File: src/rtl/coin_pkg.sv
// coin_pkg
// Shared definitions for the coin dispenser slice: the FSM state encoding,
// the coin-type codes and a helper that sizes the pulse/gap timer.
package coin_pkg;

    typedef enum logic [1:0] {
        IDLE  = 2'd0,
        PULSE = 2'd1,
        GAP   = 2'd2,
        DONE  = 2'd3
    } state_t;

    typedef enum logic {
        HALF = 1'b0,
        ONE  = 1'b1
    } coin_t;

    // Timer width needed to hold the larger of the pulse and gap lengths.
    function automatic int timer_width(input int pulse_len, input int gap_len);
        int longest;
        longest = (pulse_len > gap_len) ? pulse_len : gap_len;
        return $clog2(longest + 1);
    endfunction

endpackage

File: src/rtl/coin_pulse_timer.sv
// coin_pulse_timer
// Loadable down-counter that times both the coin pulse high phase and the
// following low gap. Loading N-1 makes tc rise on the Nth cycle after the load.
//
// Ports:
//   clk         clock, all logic on posedge
//   rst         asynchronous active-high reset, clears the count
//   load        load load_value on the next edge (has priority over counting)
//   load_value  value to load
//   tc          terminal count, high while the count is zero
module coin_pulse_timer #(
    parameter int W = 3
) (
    input  logic         clk,
    input  logic         rst,
    input  logic         load,
    input  logic [W-1:0] load_value,
    output logic         tc
);

    logic [W-1:0] count;

    // Count down to zero and park there until the next load.
    always_ff @(posedge clk or posedge rst) begin
        if (rst) begin
            count <= '0;
        end else if (load) begin
            count <= load_value;
        end else if (count != '0) begin
            count <= count - W'(1);
        end
    end

    assign tc = (count == '0);

endmodule

File: src/rtl/coin_dispense.sv
// coin_dispense
// Turns a change amount (half-yen units) into a train of coin pulses for a
// dispenser: all one-yen coins first, then one half-yen coin if the amount is
// odd. Each pulse is PULSE_CYCLES high followed by GAP_CYCLES low; a completion
// strobe (done) closes the request, qualified by aborted.
//
// Ports:
//   clk, rst     clock and asynchronous active-high reset
//   req_valid    change request present
//   req_amount   change to dispense, half-yen units (AMT_W bits)
//   req_ready    high in IDLE only (held low during reset)
//   abort        stop after the pulse in flight and its gap
//   hf_out       registered half-yen coin pulse
//   one_out      registered one-yen coin pulse
//   busy         request in progress (PULSE, GAP, DONE)
//   done         one-cycle completion strobe
//   aborted      high with done when the request ended by abort
module coin_dispense
    import coin_pkg::*;
#(
    parameter int PULSE_CYCLES = 4,
    parameter int GAP_CYCLES   = 4,
    parameter int AMT_W        = 6
) (
    input  logic             clk,
    input  logic             rst,
    input  logic             req_valid,
    input  logic [AMT_W-1:0] req_amount,
    output logic             req_ready,
    input  logic             abort,
    output logic             hf_out,
    output logic             one_out,
    output logic             busy,
    output logic             done,
    output logic             aborted
);

    localparam int TIMER_W = timer_width(PULSE_CYCLES, GAP_CYCLES);
    localparam logic [TIMER_W-1:0] PULSE_LOAD = TIMER_W'(PULSE_CYCLES - 1);
    localparam logic [TIMER_W-1:0] GAP_LOAD   = TIMER_W'(GAP_CYCLES - 1);
    localparam logic [AMT_W-2:0]   ONE_STEP   = {{(AMT_W-2){1'b0}}, 1'b1};

    state_t             state, state_next;
    coin_t              coin, coin_next;
    logic [AMT_W-2:0]   one_cnt, one_cnt_next;
    logic               hf_cnt, hf_cnt_next;
    logic               abort_pending, abort_pending_next;
    logic               aborted_next;
    logic               timer_load;
    logic [TIMER_W-1:0] timer_value;
    logic               timer_tc;

    coin_pulse_timer #(
        .W (TIMER_W)
    ) u_timer (
        .clk        (clk),
        .rst        (rst),
        .load       (timer_load),
        .load_value (timer_value),
        .tc         (timer_tc)
    );

    // State, counters and the registered coin outputs. The coin outputs are
    // decoded from the next state so each pulse lines up exactly with PULSE.
    always_ff @(posedge clk or posedge rst) begin
        if (rst) begin
            state         <= IDLE;
            coin          <= ONE;
            one_cnt       <= '0;
            hf_cnt        <= 1'b0;
            abort_pending <= 1'b0;
            aborted       <= 1'b0;
            one_out       <= 1'b0;
            hf_out        <= 1'b0;
        end else begin
            state         <= state_next;
            coin          <= coin_next;
            one_cnt       <= one_cnt_next;
            hf_cnt        <= hf_cnt_next;
            abort_pending <= abort_pending_next;
            aborted       <= aborted_next;
            one_out       <= (state_next == PULSE) && (coin_next == ONE);
            hf_out        <= (state_next == PULSE) && (coin_next == HALF);
        end
    end

    // Next-state logic. A coin counter is consumed when its pulse ends, so at
    // the end of a gap the remaining counts say whether another pulse follows.
    // An abort seen in PULSE or GAP is remembered and only acted on when the
    // gap finishes, so a pulse is never cut short.
    always_comb begin
        state_next         = state;
        coin_next          = coin;
        one_cnt_next       = one_cnt;
        hf_cnt_next        = hf_cnt;
        abort_pending_next = abort_pending;
        aborted_next       = 1'b0;
        timer_load         = 1'b0;
        timer_value        = PULSE_LOAD;

        case (state)
            IDLE: begin
                abort_pending_next = 1'b0;
                if (req_valid) begin
                    one_cnt_next = req_amount[AMT_W-1:1];
                    hf_cnt_next  = req_amount[0];
                    if (req_amount == '0) begin
                        state_next = DONE;
                    end else begin
                        state_next  = PULSE;
                        timer_load  = 1'b1;
                        timer_value = PULSE_LOAD;
                        coin_next   = (req_amount[AMT_W-1:1] != '0) ? ONE : HALF;
                    end
                end
            end

            PULSE: begin
                if (abort) begin
                    abort_pending_next = 1'b1;
                end
                if (timer_tc) begin
                    state_next  = GAP;
                    timer_load  = 1'b1;
                    timer_value = GAP_LOAD;
                    if (coin == ONE) begin
                        one_cnt_next = one_cnt - ONE_STEP;
                    end else begin
                        hf_cnt_next = 1'b0;
                    end
                end
            end

            GAP: begin
                if (abort) begin
                    abort_pending_next = 1'b1;
                end
                if (timer_tc) begin
                    if (abort_pending || abort) begin
                        state_next   = DONE;
                        aborted_next = 1'b1;
                    end else if (one_cnt != '0) begin
                        state_next  = PULSE;
                        timer_load  = 1'b1;
                        timer_value = PULSE_LOAD;
                        coin_next   = ONE;
                    end else if (hf_cnt) begin
                        state_next  = PULSE;
                        timer_load  = 1'b1;
                        timer_value = PULSE_LOAD;
                        coin_next   = HALF;
                    end else begin
                        state_next = DONE;
                    end
                end
            end

            DONE: begin
                state_next         = IDLE;
                abort_pending_next = 1'b0;
                one_cnt_next       = '0;
                hf_cnt_next        = 1'b0;
            end

            default: begin
                state_next = IDLE;
            end
        endcase
    end

    // req_ready is gated by rst so it reads low for the whole reset window.
    assign req_ready = (state == IDLE) && !rst;
    assign busy      = (state != IDLE);
    assign done      = (state == DONE);

endmodule

File: config.mk
export PLATFORM = sky130hd
export DESIGN_NAME = coin_dispense
export DESIGN_NICKNAME = d
export VERILOG_FILES = /design/src/rtl/coin_pkg.sv /design/src/rtl/coin_pulse_timer.sv /design/src/rtl/coin_dispense.sv
export SDC_FILE = /design/constraint.sdc
export NUM_CORES = 1
export LEC_CHECK = 0
export BUFFER_PORTS_ARGS = -buffer_cell sky130_fd_sc_hd__buf_4
export CAP_MARGIN = 25
export CORE_MARGIN = 2
export CORE_UTILIZATION = 55
export DETAILED_ROUTE_END_ITERATION = 6
export PLACE_DENSITY = 0.74
export SKIP_CTS_REPAIR_TIMING = 1
export SYNTH_ARGS = -nofsm -noshare
export SYNTH_HDL_FRONTEND = slang
export SYNTH_SLANG_ARGS = --single-unit
export TNS_END_PERCENT = 50
File: constraint.sdc
create_clock -name clk -period 2.7 [get_ports clk]
set_input_delay 0.54 -clock clk [delete_from_list [all_inputs] [get_ports clk]]
set_output_delay 0.54 -clock clk [all_outputs]
set_load 0.005 [all_outputs]
==> results.toml <==
[yosys]
synthesis.area_mm2 = 0.001012
synth_top_family_by_area = "compound AO/OA/AOI/OAI gates"
yosysSeqAreaShare_pct = 39.68
post_synth.cell_area_avg_um2 = 9.119
synthCells = 111
synthXorXnorAreaFrac_pct = 0
synth_fa_ha_area_share_pct = 9.889
synth_enable_flop_cells = 0
synth_simple_gate_area_share_pct = 17.80
synth_top_cell_by_area = "dfrtp_1"
synth_cell_types = 36
yosysTopAreaCellShare_pct = 37.08
synth_compound_area_share_pct = 26.33
synth_seq_cells = 16
syn_nets = 129
async_reset_ff_share_pct = 100.0
yosysWarnings = 0
ys.flop_type = "dfrtp_1"
synth_area_leaders = "dfrtp_1, ha_1, a21oi_1"
synth_mux_area_share_pct = 0.9889

[final_layout]
syn_to_final_growth_pct = 15.95
final_area_mm2 = 0.001174
nFillCells = 153
seq_area_um2 = 401.6
drive_above_1_share_pct = 18.75
diodes = 0
stdcell_count = 153
final_net_count = 147
multi_input_area_um2 = 556.8

[floorplan]
io_pins = 16
row_count = 15
start_util_pct = 58.62
die_area_mm2 = 0.002200
fp.dieH_um = 46.90
die_x_um = 46.90
core_mm2 = 0.001727

[power]
p_leak_nw = 0.5446
seq_power_share_pct = 30.9
p_sw_uw = 657.4
powerDensity_mw_per_mm2 = 1234
peakVddDrop_uv = 841.5
p_sw_share_pct = 45.40
comb_power_share_pct = 59.7
p_int_uw = 790.6
power_frac_clock_pct = 9.4

[grt]
grt.overflow.total = 0
grt_max_degree = 17
track_usage_pct = 21.80
grt_pass1_wl_mm = 3.422
antenna_found_initial = 0
grt_pass1_vias = 749

[clocking]
cts_tree = "built"
htree_levels = 1
numCtsBuffers = 3
cts-root-buf = "clkbuf_4"
clkSlewWorstSetupHoldPaths_ns = 0.10
clockBufferDepth = 2
cts.sinks = 16
clk_latency_ns = 0.29

[worst_setup_path]
cp_cell_sequence = "inv_1, ha_1, inv_1, nor2_1, buf_4"
cpMostUsedCell = "inv_1"
r2r_start = "state[0]$_DFF_PP0_"
cp-endpoint = "req_ready"
cpPeakStageDelay_ns = 0.44
critPathCaptureType = "output port"
cp_max_fo = 8
reg2reg_setup_slack_ns = 0.63
critPathKind = "reg2out"
crit_slowest_cell = "dfrtp_1"
startpoint = "state[0]$_DFF_PP0_"
cpLargestDelayFamily = "flip-flops"
start_kind = "flop"
r2r_end = "one_cnt[2]$_DFFE_PP0P_"
worstPathArrival_ns = 1.54
cp.depth = 5
crit_buf_inv = 3
crit_required_ns = 2.16
worstRegToRegCells = 7

[timing]
fmax_mhz = 480.6
finalCriticalPeriod_ns = 2.081
holdWs_ns = 0.3079
setup_violations = 0
layout_setup_ws_ns = 0.6194
finalSetupTns_ns = 0
grt_setup_unrepaired = "false"
worst_pin_slew_ns = 0.5948
report.final.slew_viol_count = 0
min_period_over_period_pct = 77.06
slew_headroom_pct = 60.31
fin_worst_skew_ns = 0.01031
hold_viol_final = 0

[placed_design]
port_buffers = 15
postPlaceCellArea_mm2 = 0.001147
dp.cells = 149
pre_cts_slack_ns = 0.6757
dp_hpwl_mm = 1.601
gp_congestion = 0.8680

[routing]
dr_total_vias = 864
initialDrtViolationCount = 34
drcViolationCount = 0
routed_wirelength_mm = 2.088
via_per_inst = 5.647
wl_per_cell_um = 13.65
drtAntennaViolNets = 0
firstDrtPassIters = 4

[hold_path]
min_path_type = "in2async"

[outcome]
status = "completed"

[run]
max_cap_violations = 0
==> area by class of cell <==
cell class                 count  share of cell area (%)
sequential                    16                   34.22
timing repair buffer          15                   9.595
inverter                      12                   3.838
clock buffer                   4                   2.239
multi-input combinational     81                   47.44
tap                           25                   2.665
==> registers in the layout, indices dropped and copies added (netlist names) <==
register / flops
state: 2
coin: 1
abort_pending: 1
one_cnt: 5
hf_out: 1
u_timer.count: 3
one_out: 1
aborted: 1
hf_cnt: 1
==> through the flow <==
stage / util (%) / total power [mW]
finish: 67.97 / 1.448
floorplan: - / 1.104
CTS: 67.97 / 1.450
global route: 67.97 / 1.580
detailed placement: 66.45 / 1.310
global placement: 66.45 / 1.296
==> power by group through the flow <==
stage / logic (mW) / registers [mW] / clock network (mW)
floorplan: 0.669 / 0.434 / 0
global placement: 0.847 / 0.449 / 0
detailed placement: 0.858 / 0.452 / 0
CTS: 0.866 / 0.446 / 0.138
global route: 0.973 / 0.459 / 0.148
finish: 0.864 / 0.447 / 0.137
==> cells in the mapped netlist (2+ instances only) <==
| master | count |
|---|---|
| a21oi_1 | 9 |
| a32oi_1 | 2 |
| dfrtp_1 | 15 |
| ha_1 | 8 |
| inv_1 | 12 |
| nand2_1 | 7 |
| nand2b_1 | 3 |
| nand3_1 | 3 |
| nor2_1 | 10 |
| nor2b_1 | 5 |
| o21a_1 | 2 |
| o21ai_0 | 6 |
| o21ai_1 | 5 |
| o311ai_1 | 2 |
==> worst min-delay path by stage <==
stage | startpoint | slack [ns] | end
detailed placement | u_timer.count[1]$_DFFE_PP0P_ | 0.48 | u_timer.count[1]$_DFFE_PP0P_
global placement | u_timer.count[1]$_DFFE_PP0P_ | 0.47 | u_timer.count[1]$_DFFE_PP0P_
global route | rst | 0.37 | state[0]$_DFF_PP0_
finish | rst | 0.31 | state[0]$_DFF_PP0_
CTS | rst | 0.34 | state[1]$_DFF_PP0_
floorplan | rst | 0.45 | abort_pending$_DFFE_PP0P_
==> cells in the final DEF, fill, tap and decap left out, types with 2 or more instances in the layout <==
cell type and n:
a21oi_1 9, a32oi_1 2, buf_4 15, clkbuf_4 3, dfrtp_1 15, ha_1 8, inv_1 12, nand2_1 7
nand2b_1 3, nand3_1 3, nor2_1 10, nor2b_1 5, o21a_1 2, o21ai_0 6, o21ai_1 5, o311ai_1 2
==> routing by layer <==
| metal | track usage [%] | up-vias | part of all wire (%) |
|---|---|---|---|
| met2 | 33.15 | 29 | 48 |
| met5 | 0 | - | 0 |
| met3 | 3.462 | 7 | 4.9 |
| met4 | 6.667 | 0 | 1.8 |
| li1 | - | 432 | - |
| met1 | 31.83 | 396 | 45 |
==> kinds of logic after synthesis <==
family,after synthesis
AOI/OAI and AO/OA,38
and+or+nand+nor,34
DFF,16
buffers and inverters,14
adders and majority gates,8
muxes,1
No activity file was read; power rests on OpenSTA's default activity.
